<file path="src/rtl/alu_cmd_sequencer.sv">
// Purpose: clocked valid/ready command front-end for a 4-bit combinational ALU, holding a registered response.
// Latency: response valid SETTLE_CYCLES+1 cycles after the accept cycle; one op every SETTLE_CYCLES+1 cycles back-to-back.
// Backpressure: a stalled response (rsp_valid & !rsp_ready) freezes rsp_* and the ALU inputs and holds cmd_ready low.
module alu_cmd_sequencer #(
    parameter int SETTLE_CYCLES = 1,   // ALU input hold time before capture, 1..15
    parameter int CNT_W         = 8    // completed-operation counter width
) (
    input  logic             clk,
    input  logic             rst_n,
    // command channel
    input  logic             cmd_valid,
    output logic             cmd_ready,
    input  logic [1:0]       cmd_op,
    input  logic [3:0]       cmd_a,
    input  logic [3:0]       cmd_b,
    // ALU drive
    output logic             alu_sel0,
    output logic             alu_sel1,
    output logic [3:0]       alu_a,
    output logic [3:0]       alu_b,
    // ALU observe
    input  logic [4:0]       alu_result,
    input  logic [3:0]       alu_answer,
    input  logic             alu_eq,
    input  logic             alu_less,
    input  logic             alu_great,
    // response channel
    output logic             rsp_valid,
    input  logic             rsp_ready,
    output logic [4:0]       rsp_data,
    output logic [2:0]       rsp_flags,
    output logic [1:0]       rsp_op,
    output logic [CNT_W-1:0] op_count
);

    typedef enum logic [1:0] {
        IDLE   = 2'd0,
        SETTLE = 2'd1,
        RESP   = 2'd2
    } state_t;

    // Settle counter counts down to zero; zero marks the capture cycle.
    localparam logic [3:0] CNT_LOAD = 4'(SETTLE_CYCLES - 1);

    state_t     state;
    state_t     state_nxt;
    logic [3:0] cnt;
    logic       accept;
    logic       capture;
    logic       rsp_fire;
    logic [1:0] op_cur;
    logic [4:0] cap_data;

    // Ready only depends on state and rsp_ready, never on cmd_valid; gated low in reset.
    assign cmd_ready = rst_n & ((state == IDLE) | ((state == RESP) & rsp_ready));
    assign accept    = cmd_valid & cmd_ready;
    assign capture   = (state == SETTLE) && (cnt == 4'd0);
    assign rsp_valid = (state == RESP);
    assign rsp_fire  = rsp_valid & rsp_ready;
    assign op_cur    = {alu_sel1, alu_sel0};

    // State register.
    always_ff @(posedge clk or negedge rst_n) begin
        if (!rst_n) begin
            state <= IDLE;
        end else begin
            state <= state_nxt;
        end
    end

    // Next-state logic: settle countdown, then hold the response until it is taken.
    always_comb begin
        state_nxt = state;
        case (state)
            IDLE: begin
                if (accept) state_nxt = SETTLE;
            end
            SETTLE: begin
                if (cnt == 4'd0) state_nxt = RESP;
            end
            RESP: begin
                if (rsp_ready) state_nxt = cmd_valid ? SETTLE : IDLE;
            end
            default: state_nxt = IDLE;
        endcase
    end

    // Settle countdown: load on accept, decrement while settling.
    always_ff @(posedge clk or negedge rst_n) begin
        if (!rst_n) begin
            cnt <= 4'd0;
        end else if (accept) begin
            cnt <= CNT_LOAD;
        end else if ((state == SETTLE) && (cnt != 4'd0)) begin
            cnt <= cnt - 4'd1;
        end
    end

    // ALU inputs are registered on accept and held until the next accept.
    always_ff @(posedge clk or negedge rst_n) begin
        if (!rst_n) begin
            alu_sel0 <= 1'b0;
            alu_sel1 <= 1'b0;
            alu_a    <= 4'd0;
            alu_b    <= 4'd0;
        end else if (accept) begin
            alu_sel0 <= cmd_op[0];
            alu_sel1 <= cmd_op[1];
            alu_a    <= cmd_a;
            alu_b    <= cmd_b;
        end
    end

    // Pick the ALU output that belongs to the op currently driven.
    always_comb begin
        cap_data = 5'd0;
        case (op_cur)
            2'b00, 2'b01: cap_data = alu_result;
            2'b10:        cap_data = {2'b00, alu_great, alu_less, alu_eq};
            2'b11:        cap_data = {1'b0, alu_answer};
            default:      cap_data = 5'd0;
        endcase
    end

    // Response capture on the last settle cycle; held until the next capture.
    always_ff @(posedge clk or negedge rst_n) begin
        if (!rst_n) begin
            rsp_data  <= 5'd0;
            rsp_flags <= 3'd0;
            rsp_op    <= 2'd0;
        end else if (capture) begin
            rsp_data  <= cap_data;
            rsp_flags <= {alu_great, alu_less, alu_eq};
            rsp_op    <= op_cur;
        end
    end

    // Completed-response counter, free-running wrap.
    always_ff @(posedge clk or negedge rst_n) begin
        if (!rst_n) begin
            op_count <= '0;
        end else if (rsp_fire) begin
            op_count <= op_count + CNT_W'(1);
        end
    end

endmodule

</file>
<file path="config.mk">
export PLATFORM = sky130hd
export DESIGN_NAME = alu_cmd_sequencer
export DESIGN_NICKNAME = d
export VERILOG_FILES = /design/src/rtl/alu_cmd_sequencer.sv
export SDC_FILE = /design/constraint.sdc
export NUM_CORES = 1
export LEC_CHECK = 0
export CAP_MARGIN = 30
export CORE_UTILIZATION = 43
export CTS_CLUSTER_SIZE = 40
export DETAILED_ROUTE_END_ITERATION = 12
export DONT_BUFFER_PORTS = 1
export SLEW_MARGIN = 5
export SYNTH_ARGS = -nofsm -noshare
export SYNTH_HDL_FRONTEND = slang
export SYNTH_SLANG_ARGS = --single-unit
</file>
<file path="constraint.sdc">
create_clock -name clk -period 1.88 [get_ports clk]
set_input_delay 0 -clock clk [delete_from_list [all_inputs] [get_ports clk]]
set_output_delay 0 -clock clk [all_outputs]
set_load 0.1 [all_outputs]
</file>
==> summary.txt <==
status = finished, final reports clean
proportion of synthesized area in mux cells = 18.4%
Synth Area in XOR/XNOR = 3.91%
CTS Buf Count = 5
Peak Freq = 590 MHz
flops & latches, synth = 34
Avg Cell Area, Syn = 12.7 um2
Startpoint Class = register
Reg-to-Reg End = rsp_data[0]$_DFFE_PN0P_
arrival time at the worst endpoint = 1.92 ns
Layout Nets = 210
Syn Inst Count = 123
area of the multi-input gates = 691 um2
vias = 1154
register area share after synthesis = 54.3%
DRC viols = 0
RSZ-0062 raised after global routing = false
R2R setup slack = 0.19 ns
fillers = 273
total negative setup slack = 0 ns
crit end category = register
antenna viol nets, final = 0
DP HPWL = 2150 um
initial core utilization = 45.9%
drt total wl = 3270 um
Critical Path Fanout Max = 11
Critical Path RT = 2.11 ns
clock insertion delay at the later pin of the skew report = 0.34 ns
antenna violations before repair = 0
final hold vios = 0
Chip Width = 62.4 um
Clock Path Buffers = 2
total die area = 0.00389 mm2
CTS tree = yes
min Tclk post-route = 1.69 ns
worst hold path type = in -> reg
I/O pin count = 56
FF-to-FF Start = cnt[0]$_DFFE_PN0P_
Worst Reg2Reg Path Length in Cells = 5
Ant. Diodes = 0
Clock Skews = 0.0118 ns
Synth cell types = 30
syn nets = 152
clock sinks = 34
row cnt = 21
Worst Hold End = rsp_data[2]$_DFFE_PN0P_
GPL Wtd Cong = 0.704
share of cells above drive strength 1 = 36.5%
hold wc startpoint = alu_great
Compound-Gate Fraction of Synth Area = 5.51%
final setup violation count = 0
Placeable Area = 0.00342 mm2
Worst Tran Pin Value = 0.379 ns
Post-Synth Simple-Gate Area = 12.5%
hold path depth = 3
Reg area = 851 um2
clock slew at reported path FFs = 0.10 ns
Starting DRT DRC Count = 64
vias in the first global route = 1288
DR WL/cell = 14.4 um
largest net degree at the start of global routing = 36
Final Cycle Share = 90.2%
max-capacitance violation count = 0
CTS Root Cell = clkbuf_4
grt total ovfl = 0
DR pass1 iterations = 4
mapped cell area = 0.00157 mm2
max-slew violations = 0
I/O Buffers = 0
GR Util All Layers = 19.6%
post-CTS setup repair buffer count = 0
die height = 62.4 um
H-tree depth = 2
first-pass GRT wire length = 5870 um
Worst slew margin = 74.7%
Ys Warns = 0
number of vias per cell = 5.08
largest family of logic cells by synthesized area = multiplexers
Layout area overhead = 39.4%
Setup CP Type = reg -> reg
Post-Synth Adder-Cell Area = 2.40%
cell type report:
| type | instances | area share (%) |
|---|---|---|
| well taps | 46 | 2.64 |
| clock inverters | 1 | 1.38 |
| flip-flops and latches | 34 | 39.0 |
| clock buffers | 6 | 2.35 |
| repair buffers | 55 | 22.0 |
| inverters | 6 | 1.03 |
| multi-input cells | 79 | 31.6 |
placed cells by master, fill, tap and decap left out:
cell type	count
clkbuf_8	1
nand2b_1	2
nor2_1	3
xnor2_1	7
mux2i_1	4
buf_12	1
nor3b_4	1
and2_1	1
clkbuf_4	5
dlygate4sd3_1	22
bufinv_16	1
nor4b_4	1
buf_4	32
a21o_1	1
nand2_1	2
nand3_1	5
or4_1	1
mux2_4	6
and2b_1	1
or3b_2	1
nor2b_4	1
dfrtp_1	34
inv_1	6
nor3b_2	1
mux2_2	14
nand2_2	1
and4b_1	1
or3_1	2
nand4_1	3
ha_1	3
nor2b_1	1
o32ai_1	1
a21oi_1	7
o21ai_0	7
and4_1	1
worst max-delay path, stage by stage, from the launching register on:
cell     delay (ns)
dfrtp_1        0.40
inv_1          0.11
ha_1           0.19
nor3b_2        0.31
nand2_2        0.24
mux2_2         0.33
state kept, by name, summed over array words and instances, names as in the netlist:
| name | cells |
|---|---|
| op_count | 8 |
| alu_b | 4 |
| alu_a | 4 |
| rsp_data | 5 |
| state | 2 |
| rsp_flags | 3 |
| cnt | 4 |
| alu_sel1 | 1 |
| rsp_op | 2 |
| alu_sel0 | 1 |
synth_stat cells:
cell	n	share of area, %
nor2b_1	2	0.80
nand2_1	3	0.72
and2_1	1	0.40
buf_2	1	0.32
o21ai_0	7	2.2
or3b_2	1	0.56
o32ai_1	1	0.56
a21oi_1	7	2.2
and2b_1	1	0.48
nand2b_1	2	0.80
nor2_1	3	0.72
nor3b_1	1	0.48
or3_1	2	0.80
buf_6	1	0.72
or4_1	1	0.48
nor4b_4	1	1.5
nand3_1	5	1.6
and4b_1	1	0.64
nor3b_2	1	0.80
nand4_1	3	1.2
inv_1	6	1.4
a21o_1	1	0.48
xnor2_1	7	3.9
mux2_4	6	5.8
and4_1	1	0.56
mux2_2	14	10
clkbuf_1	2	0.48
mux2i_1	4	2.6
ha_1	3	2.4
dfrtp_1	34	54
kinds of logic (layout without fill, tap and decap cells):
kind of cell | after synthesis | in the layout
multiplexers | 24 | 24
AO/OA/AOI/OAI | 16 | 16
AND/OR/NAND/NOR | 29 | 29
buffers and inverters | 10 | 68
flip-flops | 34 | 34
adder cells (fa/ha/maj) | 3 | 3
XOR/XNOR | 7 | 7
routing by layer:
layer,track usage [%],up-vias,routed length (um)
met5,0,-,0
met4,6.40,0,53
met3,5.33,8,182
met2,35.0,42,1690
met1,22.6,558,1340
li1,-,546,-
repair_timing:
action | in CTS | in global routing
endpoints found under the hold margin | 57 | 0
resized for setup | 0 | 1
hold buffers | 23 | 0
setup endpoints to repair | 0 | 9
stage by stage:
step,instances,setup slack (ns),hold WS [ns],cell area [um2],util (%)
global route,227,0.0355,0.0485,2180,63.9
finish,227,0.185,0.0279,2180,63.9
global placement,197,0.213,-0.294,1860,54.4
floorplan,123,0.0233,-0.296,1580,-
detailed placement,197,0.0911,-0.295,1860,54.4
CTS,227,0.0679,0.0181,2180,63.8
worst max-delay path by stage:
stage                                    start                       to  slack, ns  cells after the start
after detailed placement    cnt[0]$_DFFE_PN0P_  rsp_data[0]$_DFFE_PN0P_       0.09                      5
after CTS                   cnt[0]$_DFFE_PN0P_  rsp_data[0]$_DFFE_PN0P_       0.07                      5
final                       cnt[0]$_DFFE_PN0P_  rsp_data[0]$_DFFE_PN0P_       0.19                      5
after floorplan           alu_sel0$_DFFE_PN0P_  rsp_data[0]$_DFFE_PN0P_       0.02                      4
after global placement      cnt[0]$_DFFE_PN0P_  rsp_data[1]$_DFFE_PN0P_       0.21                      5
after global routing        cnt[0]$_DFFE_PN0P_  rsp_data[0]$_DFFE_PN0P_       0.04                      5
Power is left out: the tool's default activity adds up to more than one toggle a clock period on the data nets, which glitch-free logic cannot reach.
